==> src/rtl/upower_seq_ctrl_if.sv <==
`default_nettype none
// ============================================================================
// upower_seq_ctrl_if : control/handshake bundle between the core and the
//                      uPOWER phase sequencer.
// Rev 1.0
// ============================================================================
interface upower_seq_ctrl_if #(
  parameter int CNT_W = 32,
  parameter int PC_W  = 32
);
  logic             start;
  logic             step_mode;
  logic             step;
  logic             halt_req;
  logic [5:0]       opcode;
  logic             is_mem;
  logic             wb_en;
  logic             imem_ready;
  logic             dmem_ready;
  logic [PC_W-1:0]  pc;
  logic [PC_W-1:0]  bp_addr;
  logic             imem_req;
  logic             ir_we;
  logic             alu_en;
  logic             dmem_req;
  logic             rf_we;
  logic             pc_we;
  logic             busy;
  logic             halted;
  logic             err;
  logic [CNT_W-1:0] retired;

  modport master (
    output start, step_mode, step, halt_req, opcode, is_mem, wb_en,
           imem_ready, dmem_ready, pc, bp_addr,
    input  imem_req, ir_we, alu_en, dmem_req, rf_we, pc_we, busy, halted,
           err, retired
  );

  modport slave (
    input  start, step_mode, step, halt_req, opcode, is_mem, wb_en,
           imem_ready, dmem_ready, pc, bp_addr,
    output imem_req, ir_we, alu_en, dmem_req, rf_we, pc_we, busy, halted,
           err, retired
  );
endinterface
`default_nettype wire

==> src/rtl/upower_seq_ctrl.sv <==
`default_nettype none
// ============================================================================
// upower_seq_ctrl : multi-cycle FETCH/DECODE/EXEC/MEM/WB phase sequencer
//                   with run/halt/single-step and retired-instruction count.
// Optional macro  : UPOWER_SEQ_BREAKPOINT_EN (PC breakpoint pauses in DECODE)
// Rev 1.0
// ============================================================================
module upower_seq_ctrl #(
  parameter int         CNT_W    = 32,
  parameter int         PC_W     = 32,
  parameter logic [5:0] HALT_OPC = 6'd0,
  parameter int         MAX_WAIT = 15
) (
  input wire               clock,
  input wire               reset_n,
  upower_seq_ctrl_if.slave bus
);

  localparam int                WAIT_W    = $clog2(MAX_WAIT + 1);
  localparam logic [WAIT_W-1:0] WAIT_LAST = WAIT_W'(MAX_WAIT - 1);

  typedef enum logic [2:0] {
    S_IDLE   = 3'd0,
    S_FETCH  = 3'd1,
    S_DECODE = 3'd2,
    S_EXEC   = 3'd3,
    S_MEM    = 3'd4,
    S_WB     = 3'd5,
    S_PAUSE  = 3'd6,
    S_HALT   = 3'd7
  } state_t;

  state_t            state_q, state_d;
  logic [WAIT_W-1:0] wait_q, wait_d;
  logic [CNT_W-1:0]  retired_q, retired_d;
  logic              err_q, err_d;

`ifdef UPOWER_SEQ_BREAKPOINT_EN
  logic bp_skip_q, bp_skip_d;

  always_ff @(posedge clock or negedge reset_n) begin
    if (!reset_n) bp_skip_q <= 1'b0;
    else          bp_skip_q <= bp_skip_d;
  end
`else
  wire w_unused_bp = ^{bus.pc, bus.bp_addr};
`endif

  always_ff @(posedge clock or negedge reset_n) begin
    if (!reset_n) begin
      state_q   <= S_IDLE;
      wait_q    <= '0;
      retired_q <= '0;
      err_q     <= 1'b0;
    end else begin
      state_q   <= state_d;
      wait_q    <= wait_d;
      retired_q <= retired_d;
      err_q     <= err_d;
    end
  end

  always_comb begin
    state_d      = state_q;
    wait_d       = wait_q;
    retired_d    = retired_q;
    err_d        = err_q;
`ifdef UPOWER_SEQ_BREAKPOINT_EN
    bp_skip_d    = bp_skip_q;
`endif
    bus.imem_req = 1'b0;
    bus.ir_we    = 1'b0;
    bus.alu_en   = 1'b0;
    bus.dmem_req = 1'b0;
    bus.rf_we    = 1'b0;
    bus.pc_we    = 1'b0;

    case (state_q)
      S_IDLE: begin
        if (bus.start) state_d = S_FETCH;
      end
      S_FETCH: begin
        bus.imem_req = 1'b1;
        if (bus.imem_ready) begin
          bus.ir_we = 1'b1;
          state_d   = S_DECODE;
        end else if (wait_q == WAIT_LAST) begin
          state_d = S_HALT;
          err_d   = 1'b1;
        end else begin
          wait_d = wait_q + 1'b1;
        end
      end
      S_DECODE: begin
`ifdef UPOWER_SEQ_BREAKPOINT_EN
        // A breakpoint hit arms a one-shot skip so the resumed fetch of the
        // same PC executes instead of pausing again.
        bp_skip_d = 1'b0;
        if (bus.opcode == HALT_OPC) begin
          state_d = S_HALT;
        end else if ((bus.pc == bus.bp_addr) && !bp_skip_q) begin
          state_d   = S_PAUSE;
          bp_skip_d = 1'b1;
        end else begin
          state_d = S_EXEC;
        end
`else
        if (bus.opcode == HALT_OPC) state_d = S_HALT;
        else                        state_d = S_EXEC;
`endif
      end
      S_EXEC: begin
        bus.alu_en = 1'b1;
        state_d    = bus.is_mem ? S_MEM : S_WB;
      end
      S_MEM: begin
        bus.dmem_req = 1'b1;
        if (bus.dmem_ready) begin
          state_d = S_WB;
        end else if (wait_q == WAIT_LAST) begin
          state_d = S_HALT;
          err_d   = 1'b1;
        end else begin
          wait_d = wait_q + 1'b1;
        end
      end
      S_WB: begin
        bus.pc_we = 1'b1;
        bus.rf_we = bus.wb_en;
        retired_d = retired_q + 1'b1;
        if (bus.halt_req)       state_d = S_HALT;
        else if (bus.step_mode) state_d = S_PAUSE;
        else                    state_d = S_FETCH;
      end
      S_PAUSE: begin
        if (bus.halt_req)  state_d = S_HALT;
        else if (bus.step) state_d = S_FETCH;
      end
      S_HALT: begin
        if (bus.start) begin
          state_d = S_FETCH;
          err_d   = 1'b0;
        end
      end
      default: state_d = S_IDLE;
    endcase

    if (state_d != state_q) wait_d = '0;
  end

  assign bus.busy    = !((state_q == S_IDLE) || (state_q == S_HALT) || (state_q == S_PAUSE));
  assign bus.halted  = (state_q == S_HALT);
  assign bus.err     = err_q;
  assign bus.retired = retired_q;

endmodule
`default_nettype wire

==> src/flat_wrapper.sv <==
// flat-port wrapper written by rule: the top's interface ports become plain ports
module upower_seq_ctrl_flat 
#(
  parameter int         CNT_W    = 32,
  parameter int         PC_W     = 32,
  parameter logic [5:0] HALT_OPC = 6'd0,
  parameter int         MAX_WAIT = 15
)
  (clock, reset_n, bus_start, bus_step_mode, bus_step, bus_halt_req, bus_opcode, bus_is_mem, bus_wb_en, bus_imem_ready, bus_dmem_ready, bus_pc, bus_bp_addr, bus_imem_req, bus_ir_we, bus_alu_en, bus_dmem_req, bus_rf_we, bus_pc_we, bus_busy, bus_halted, bus_err, bus_retired);
  upower_seq_ctrl_if #(.CNT_W(CNT_W), .PC_W(PC_W)) bus_i ();
  input wire clock;
  input wire reset_n;
  input wire logic [$bits(bus_i.start)-1:0] bus_start;
  input wire logic [$bits(bus_i.step_mode)-1:0] bus_step_mode;
  input wire logic [$bits(bus_i.step)-1:0] bus_step;
  input wire logic [$bits(bus_i.halt_req)-1:0] bus_halt_req;
  input wire logic [$bits(bus_i.opcode)-1:0] bus_opcode;
  input wire logic [$bits(bus_i.is_mem)-1:0] bus_is_mem;
  input wire logic [$bits(bus_i.wb_en)-1:0] bus_wb_en;
  input wire logic [$bits(bus_i.imem_ready)-1:0] bus_imem_ready;
  input wire logic [$bits(bus_i.dmem_ready)-1:0] bus_dmem_ready;
  input wire logic [$bits(bus_i.pc)-1:0] bus_pc;
  input wire logic [$bits(bus_i.bp_addr)-1:0] bus_bp_addr;
  output wire logic [$bits(bus_i.imem_req)-1:0] bus_imem_req;
  output wire logic [$bits(bus_i.ir_we)-1:0] bus_ir_we;
  output wire logic [$bits(bus_i.alu_en)-1:0] bus_alu_en;
  output wire logic [$bits(bus_i.dmem_req)-1:0] bus_dmem_req;
  output wire logic [$bits(bus_i.rf_we)-1:0] bus_rf_we;
  output wire logic [$bits(bus_i.pc_we)-1:0] bus_pc_we;
  output wire logic [$bits(bus_i.busy)-1:0] bus_busy;
  output wire logic [$bits(bus_i.halted)-1:0] bus_halted;
  output wire logic [$bits(bus_i.err)-1:0] bus_err;
  output wire logic [$bits(bus_i.retired)-1:0] bus_retired;
  assign bus_i.start = bus_start;
  assign bus_i.step_mode = bus_step_mode;
  assign bus_i.step = bus_step;
  assign bus_i.halt_req = bus_halt_req;
  assign bus_i.opcode = bus_opcode;
  assign bus_i.is_mem = bus_is_mem;
  assign bus_i.wb_en = bus_wb_en;
  assign bus_i.imem_ready = bus_imem_ready;
  assign bus_i.dmem_ready = bus_dmem_ready;
  assign bus_i.pc = bus_pc;
  assign bus_i.bp_addr = bus_bp_addr;
  assign bus_imem_req = bus_i.imem_req;
  assign bus_ir_we = bus_i.ir_we;
  assign bus_alu_en = bus_i.alu_en;
  assign bus_dmem_req = bus_i.dmem_req;
  assign bus_rf_we = bus_i.rf_we;
  assign bus_pc_we = bus_i.pc_we;
  assign bus_busy = bus_i.busy;
  assign bus_halted = bus_i.halted;
  assign bus_err = bus_i.err;
  assign bus_retired = bus_i.retired;
  upower_seq_ctrl #(.CNT_W(CNT_W), .PC_W(PC_W), .HALT_OPC(HALT_OPC), .MAX_WAIT(MAX_WAIT)) u_core (.clock(clock), .reset_n(reset_n), .bus(bus_i));
endmodule
==> config.mk <==
export PLATFORM = sky130hd
export DESIGN_NAME = upower_seq_ctrl_flat
export DESIGN_NICKNAME = d
export VERILOG_FILES = /design/src/rtl/upower_seq_ctrl_if.sv /design/src/rtl/upower_seq_ctrl.sv /design/src/flat_wrapper.sv
export SDC_FILE = /design/constraint.sdc
export NUM_CORES = 1
export LEC_CHECK = 0
export ABC_AREA = 0
export CAP_MARGIN = 25
export CORE_ASPECT_RATIO = 1.5
export CORE_MARGIN = 2
export CORE_UTILIZATION = 35
export CTS_CLUSTER_DIAMETER = 100
export DETAILED_ROUTE_END_ITERATION = 10
export PLACE_DENSITY = 0.73
export SLEW_MARGIN = 20
export SYNTH_ARGS = -nofsm -noshare
export SYNTH_HDL_FRONTEND = slang
export SYNTH_SLANG_ARGS = --single-unit
==> constraint.sdc <==
create_clock -name clock -period 1.9 [get_ports clock]
set_clock_uncertainty 0.15 [all_clocks]
set_input_delay 0.19 -clock clock [delete_from_list [all_inputs] [get_ports clock]]
set_output_delay 0.19 -clock clock [all_outputs]
set_load 0.02 [all_outputs]
==> results.md, run 1 <==
* Outcome: finished with violations
* Violated checks: negative setup slack
* Ports at 121
* Ys Warns at 0
* Syn Nets at roughly 300
* Vias in the first global route at slightly above 2k
* Placed instance area at 3180 um^2
* Netlist Area Pre-Place at approximately 2200 um^2
* DRC viols at 0
* Share of post-route cells with drive strength above 1 at ~30%
* GR Util All Layers at 17.7%
* DR vias/cell at 5.03
* Initial antenna violation count at 0
* Gpl congestion at about 0.96
* Wirelength, routed at about 5.7 mm
* Gr ovfl total at 0
* Crit path time final at slightly above 2 ns
* CTS Sinks at 40
* Initial DRC count at between 70 and 80
* Post-Synth XOR/XNOR Area at a little over an eighth
* Commonest cells post-synth: 40 x dfrtp_1, 26 x xnor2_1, 20 x nand2_1, 16 x nand3_1, 12 x nor2_1
* Top cell type's share of synthesized area at a little under half
* DIE AREA at roughly 6900 um^2
* Post-synthesis mux area share at 0.973%
* Final design utilization at 55.5%
* Area contributors post-synth: dfrtp_1 46%, xnor2_1 10%, nand3_1 3.7%
* Max VDD drop at 801 uV
* Least-Margin Pin Slew at around 0.51 ns
* Final hold slack at ~0.33 ns
* DR WL met3 at approximately 250 um
* Met2 wire length at slightly above 3 mm
* Initial Util at between 30% and 40%
* DRT Pass-1 Iters at 4
* Comb power frac at roughly half
* Synth Flop Type: dfrtp_1
* Setup crit start kind: register
* Critical Path RT at around 2.0 ns
* Fmax at between 0.4 and 0.5 GHz
* First-pass GRT wire length at just over 9 mm
* Unrepaired setup endpoints after global routing: true
* Pint at between 2000 and 2500 uW
* Share of the clock period used by the worst path at 107%
* Ys async rst share at 100%
* Sequential power share at a little under a third
* DP HPWL at between 4 and 5 mm
* Clock-pin slew of the registers on the worst-case setup and hold paths at approximately 0.07 ns
* CP endpoint kind: register
* DR WL/cell at between 10 and 15 um
* Clock Path Buffers at 2
* Port Buffers at 56
* Final ANT Viol Nets at 0
* Final net count at 410
* Sw power at between 1000 and 1500 uW
* Synthesized flop and latch total at 40
* Die width at around 70 um
* Top-count cell post-synth: dfrtp_1
* Max-Cap Viols at 0
* Clock Latency Late Sink at just under 0.3 ns
* Largest area contributor in the netlist: dfrtp_1
* Crit-path slowest cell: dfrtp_1
* Rel. slew slack at around two thirds
* Max FO, Critical Path at 3
* Min-Delay Path Class: input pin to async pin
* Post-Synth Adder-Cell Area at between 1.5 and 2%
* H-tree Lvls at 2
* Final hold violation count at 0
* Pleak at 0.00154 uW
* Fin cells at ~400
* Synth-to-layout area growth at 54.5%
* Met1 wire length at around 2.3 mm
* Die Y-Extent at ~100 um
* Final setup violation count at 4
* Largest net degree at the start of global routing at slightly above 40
* Critical path cell sequence: ha_4 > and3_4 > and3b_2 > a221oi_2 > nand4_1 > buf_4 > nor4_2
* Sw frac at between 30% and 40%
* Max stage delay on crit path at 0.42 ns
* P per Cell Area at 1020 nW/um^2
* Placed cells at roughly 390
* Post-synthesis simple-gate area fraction at 27.5%
* Final Cell Area at 3380 um^2
* Post-synthesis sequential area ratio at 45.8%
* Detailed-route via count at just over 2k
* Post-synth EDFFs at 0
* Clock share of power at 17.0%
* Top layer in use: met4
* PnR worst setup slack at -0.132 ns
* Rows at 35
* WS Path Type: register to register
* # diodes at 0
* Core Footprint at around 6000 um^2
* Post-synthesis compound-gate area fraction at around 8%
* Mean post-synth cell area at around 10 um^2
* Gate Count Post-Synth at roughly 210
* Final Slew Violations at 0
* Clock root buffer: clkbuf_8
* CP Data Arrival Time at around 2.1 ns
* CTS Buf Count at 5
* Yosys cell types at 48
* CTS tree: built
* Largest family of logic cells by synthesized area: simple AND/OR/NAND/NOR gates
-- critical path: cells and delay by family (launching register included) --
kind / cells / cell delay, ns
buffers and inverters: 1 / 0.18
and+or+nand+nor: 4 / 0.70
DFF: 1 / 0.42
AOI/OAI and AO/OA: 1 / 0.31
adders and majority gates: 1 / 0.18
-- layout make-up --
| cell class | instances | area [um^2] |
|---|---|---|
| Clock buffer | 8 | 90.1 |
| Timing Repair Buffer | 113 | 951 |
| Inverter | 5 | 18.8 |
| Tap cell | 74 | 92.6 |
| Multi-Input combinational cell | 162 | 1220 |
| Sequential cell | 40 | 1000 |
| Fill cell | 558 | 2710 |
-- sequential cells by signal, indices dropped and copies added, names as in the netlist --
name and count:
u_core.bus.err 1, u_core.bus.retired 32, u_core.state_q 3, u_core.wait_q 4
-- power groups by stage --
stage	Clock (uW)	Combinational, uW	Sequential (uW)
floorplan	0	846	1110
global placement	0	1670	1090
detailed placement	0	1680	1090
CTS	594	1740	1080
global route	634	1910	1100
finish	584	1770	1080
-- worst paths after layout --
path | from | cells past startpoint | end | slack, ns
setup / recovery | u_core.wait_q[1] | 7 | u_core.wait_q[3] | -0.13
hold / removal | reset_n | 3 | u_core.bus.retired[14] | 0.33
setup reg to reg | u_core.wait_q[1] | 7 | u_core.wait_q[3] | -0.13
hold reg to reg | u_core.bus.retired[31] | 1 | u_core.bus.retired[31] | 0.33
max in group asynchronous | reset_n | 3 | u_core.bus.retired[6] | 0.88
min in group clock | u_core.bus.retired[31] | 1 | u_core.bus.retired[31] | 0.33
-- logic make-up (layout without fill, tap and decap cells) --
| family | after synthesis | after routing |
|---|---|---|
| mux | 2 | 2 |
| buf+inv | 12 | 126 |
| flops | 40 | 40 |
| xor+xnor | 34 | 34 |
| compound gates | 22 | 22 |
| simple gates | 101 | 101 |
| fa+ha+maj | 3 | 3 |
-- per-layer routing --
layer | vias up | GRT usage [%]
li1 | 989 | -
met1 | 959 | 19.8
met2 | 59 | 31.6
met3 | 14 | 3.35
met4 | 0 | 7.23
met5 | - | 0
-- stage by stage --
step	power [uW]	worst slack, ns	TNS, ns
final	3440	-0.132	-0.483
after global routing	3650	-0.203	-0.675
after CTS	3410	-0.105	-0.347
after detailed placement	2780	-0.301	-2.88
after global placement	2770	-0.244	-2.38
after floorplan	1960	0.00378	0
-- placed cells by master, fill, tap and decap left out, drive strengths merged, types with 3 or more instances in the layout --
master,n
and3,6
and4,5
nand3,17
xor2,8
nand4,10
nor2b,4
o21ai,3
a21oi,4
clkdlybuf4s50,47
or3b,4
nor3,4
inv,5
ha,3
xnor2,26
clkbuf,10
nand2b,3
dfrtp,40
nand2,20
nor2,12
nor4,6
buf,62
-- repair_timing --
item                                   in CTS  in global routing
pin swaps                                   2                  2
hold buffers                                1                  0
gates resized for setup                    28                 20
setup endpoints to repair                  28                 26
endpoints found under the hold margin      40                  0
buffers inserted                            5                  2
Note: power is estimated with default switching activity, not from simulation.
==> inputs of run 2 (changes only) <==
CORE_UTILIZATION = 39   (was 35)
CTS_CLUSTER_SIZE = 30   (was unset)
GPL_ROUTABILITY_DRIVEN = 1   (was unset)
PLACE_DENSITY = 0.77   (was 0.73)
clock period = 2.1 ns   (was 1.9 ns; I/O delays follow)
==> run 2 against run 1 <==
The flow now finishes without violations. Sequential cell count is the same. Global-route usage increased by 0.77 points. Non-clock buffer count decreased by 23. Setup slack better by 0.16 ns. Core utilization rose by 3.5 points. Clock power is 6.0% higher. Register-to-register slack gained 0.16 ns. Combinational power is 12% lower. Cell count down 6.7%. Worst hold slack better by 0.0089 ns. Highest routed layer unchanged.
==> results.md, run 2 (same netlist as run 1, synthesis figures left out) <==
* Clock Latency Late Sink at about 0.29 ns
* # diodes at 0
* Sw frac at between 30% and 40%
* Vias in the first global route at ~2.0k
* Fmax at 0.483 GHz
* Placed instance area at between 3000 and 4000 um^2
* Most common cell after layout, fill and taps aside: clkdlybuf4s50_1
* Outcome: finished clean
* H-tree Lvls at 2
* Crit path buffers/inverters at 1
* Final Cell Area at approximately 3200 um^2
* Initial Util at approximately two fifths
* DP HPWL at 4.04 mm
* Rows at 33
* Core Footprint at 5450 um^2
* Max-Cap Viols at 0
* Ports at 121
* Die Y-Extent at roughly 96 um
* WS Path Type: register to register
* Comb power frac at ~50%
* Clock share of power at between 10% and 20%
* DR WL/cell at 14.3 um
* First-pass GRT wire length at a little under 9 mm
* Final setup violation count at 0
* Sw power at 1160 uW
* Clock root buffer: clkbuf_8
* Min-Delay Path Class: register to register
* DRT Pass-1 Iters at 4
* CTS Sinks at 40
* Wirelength, routed at 5.35 mm
* Pint at 1960 uW
* Final net count at between 300 and 400
* Final ANT Viol Nets at 0
* Largest net degree at the start of global routing at roughly 40
* Pleak at about 0.0014 uW
* Rel. slew slack at about two thirds
* Final hold violation count at 0
* Setup crit start kind: register
* Gr ovfl total at 0
* Critical Path RT at about 2.1 ns
* Max FO, Critical Path at 4
* CP Data Arrival Time at roughly 2.1 ns
* Crit-path slowest cell: dfrtp_1
* DR vias/cell at approximately 5.3
* Placed cells at between 300 and 400
* Clock-pin slew of the registers on the worst-case setup and hold paths at approximately 0.080 ns
* Max VDD drop at around 610 uV
* Fin cells at 375
* Detailed-route via count at around 2k
* Sequential power share at about 30%
* Commonest non-fill, non-tap cells in the layout: 48 x clkdlybuf4s50_1, 39 x dfrtp_1, 30 x buf_4
* Tot Pwr at about 3100 uW
* Final design utilization at around three fifths
* Die width at roughly 65 um
* Dpl ws at -0.158 ns
* P per Cell Area at between 900 and 1000 nW/um^2
* Port Buffers at 56
* Crit path time final at approximately 2.1 ns
* DIE AREA at about 6200 um^2
* Least-Margin Pin Slew at about 0.52 ns
* Gpl congestion at roughly 0.9
* Worst R2R Start: u_core.wait_q[0]
* CP endpoint kind: register
* Critical path cell sequence: inv_1 > ha_2 > and3_4 > and3b_2 > a221oi_2 > nand4_1 > nor4_1
* Hold path startpoint: u_core.bus.retired[31]
* Max FFs per register at 32
* DRC viols at 0
* Final Slew Violations at 0
* Initial antenna violation count at 0
* CTS Buf Count at 5
* PnR worst setup slack at between 0.02 and 0.03 ns
* Share of post-route cells with drive strength above 1 at ~19%
* Initial DRC count at approximately 120
* Worst Setup SP: u_core.wait_q[0]
* Synth-to-layout area growth at 47.1%
* Share of the clock period used by the worst path at 98.6%
* GR Util All Layers at 18.4%
* CP delay by family, top: simple AND/OR/NAND/NOR gates
* Max stage delay on crit path at roughly 0.35 ns
* CTS tree: built
* Clock Path Buffers at 2
* Fillers at a little over 500
==> run 2: what timing repair did <==
item,4_1_cts,5_1_grt
setup endpoints to repair,12,7
gates resized for setup,12,8
hold endpoints to repair,40,0
hold buffers,1,0
pin swaps,5,5
buffers inserted,2,2
==> run 2: area by class of cell <==
type | instances | area [um^2] | share of cell area, %
clock buffer | 6 | 72.6 | 2.26
clock inverter | 2 | 35.0 | 1.09
inverter | 5 | 18.8 | 0.584
multi-input combinational | 162 | 1170 | 36.5
sequential | 40 | 1000 | 31.2
tap | 70 | 87.6 | 2.72
timing repair buffer | 90 | 825 | 25.7
==> run 2: worst paths after layout <==
path	end	cells after the start	slack [ns]
worst max register to register	u_core.wait_q[1]	7	0.03
worst min-delay path	u_core.bus.retired[31]	1	0.34
min in group asynchronous	u_core.bus.retired[14]	3	0.35
worst min register to register	u_core.bus.retired[31]	1	0.34
max in group asynchronous	u_core.state_q[0]	3	1.08
worst max-delay path	u_core.wait_q[1]	7	0.03
==> run 2: power groups by stage <==
stage	Sequential (uW)	Combinational, uW	Clock [uW]
6_report	944	1550	619
5_1_grt	955	1680	663
4_1_cts	948	1450	632
3_5_place_dp	980	1390	0
3_3_place_gp	976	1370	0
2_1_floorplan	1000	750	0
==> run 2: stage by stage <==
stage | setup TNS [ns] | hold slack, ns
after detailed placement | -0.455 | 0.150
after global routing | -0.0992 | 0.360
final | 0 | 0.337
after global placement | -0.414 | 0.142
after floorplan | 0 | -0.236
after CTS | 0 | 0.347
==> run 2: worst reg2reg max path, cell delays in order, from the launching register on <==
cell      delay, ns
dfrtp_1        0.35
inv_1          0.05
ha_2           0.19
and3_4         0.20
and3b_2        0.24
a221oi_2       0.25
nand4_1        0.18
nor4_1         0.35
==> run 2: routing by layer <==
| metal | vias to the layer above | share of wire (%) | global-route usage [%] |
|---|---|---|---|
| met5 | - | 0 | 0 |
| met4 | 0 | 2.9 | 9.20 |
| met3 | 12 | 4.4 | 3.04 |
| met2 | 66 | 55 | 35.7 |
| met1 | 966 | 37 | 18.8 |
| li1 | 947 | - | - |
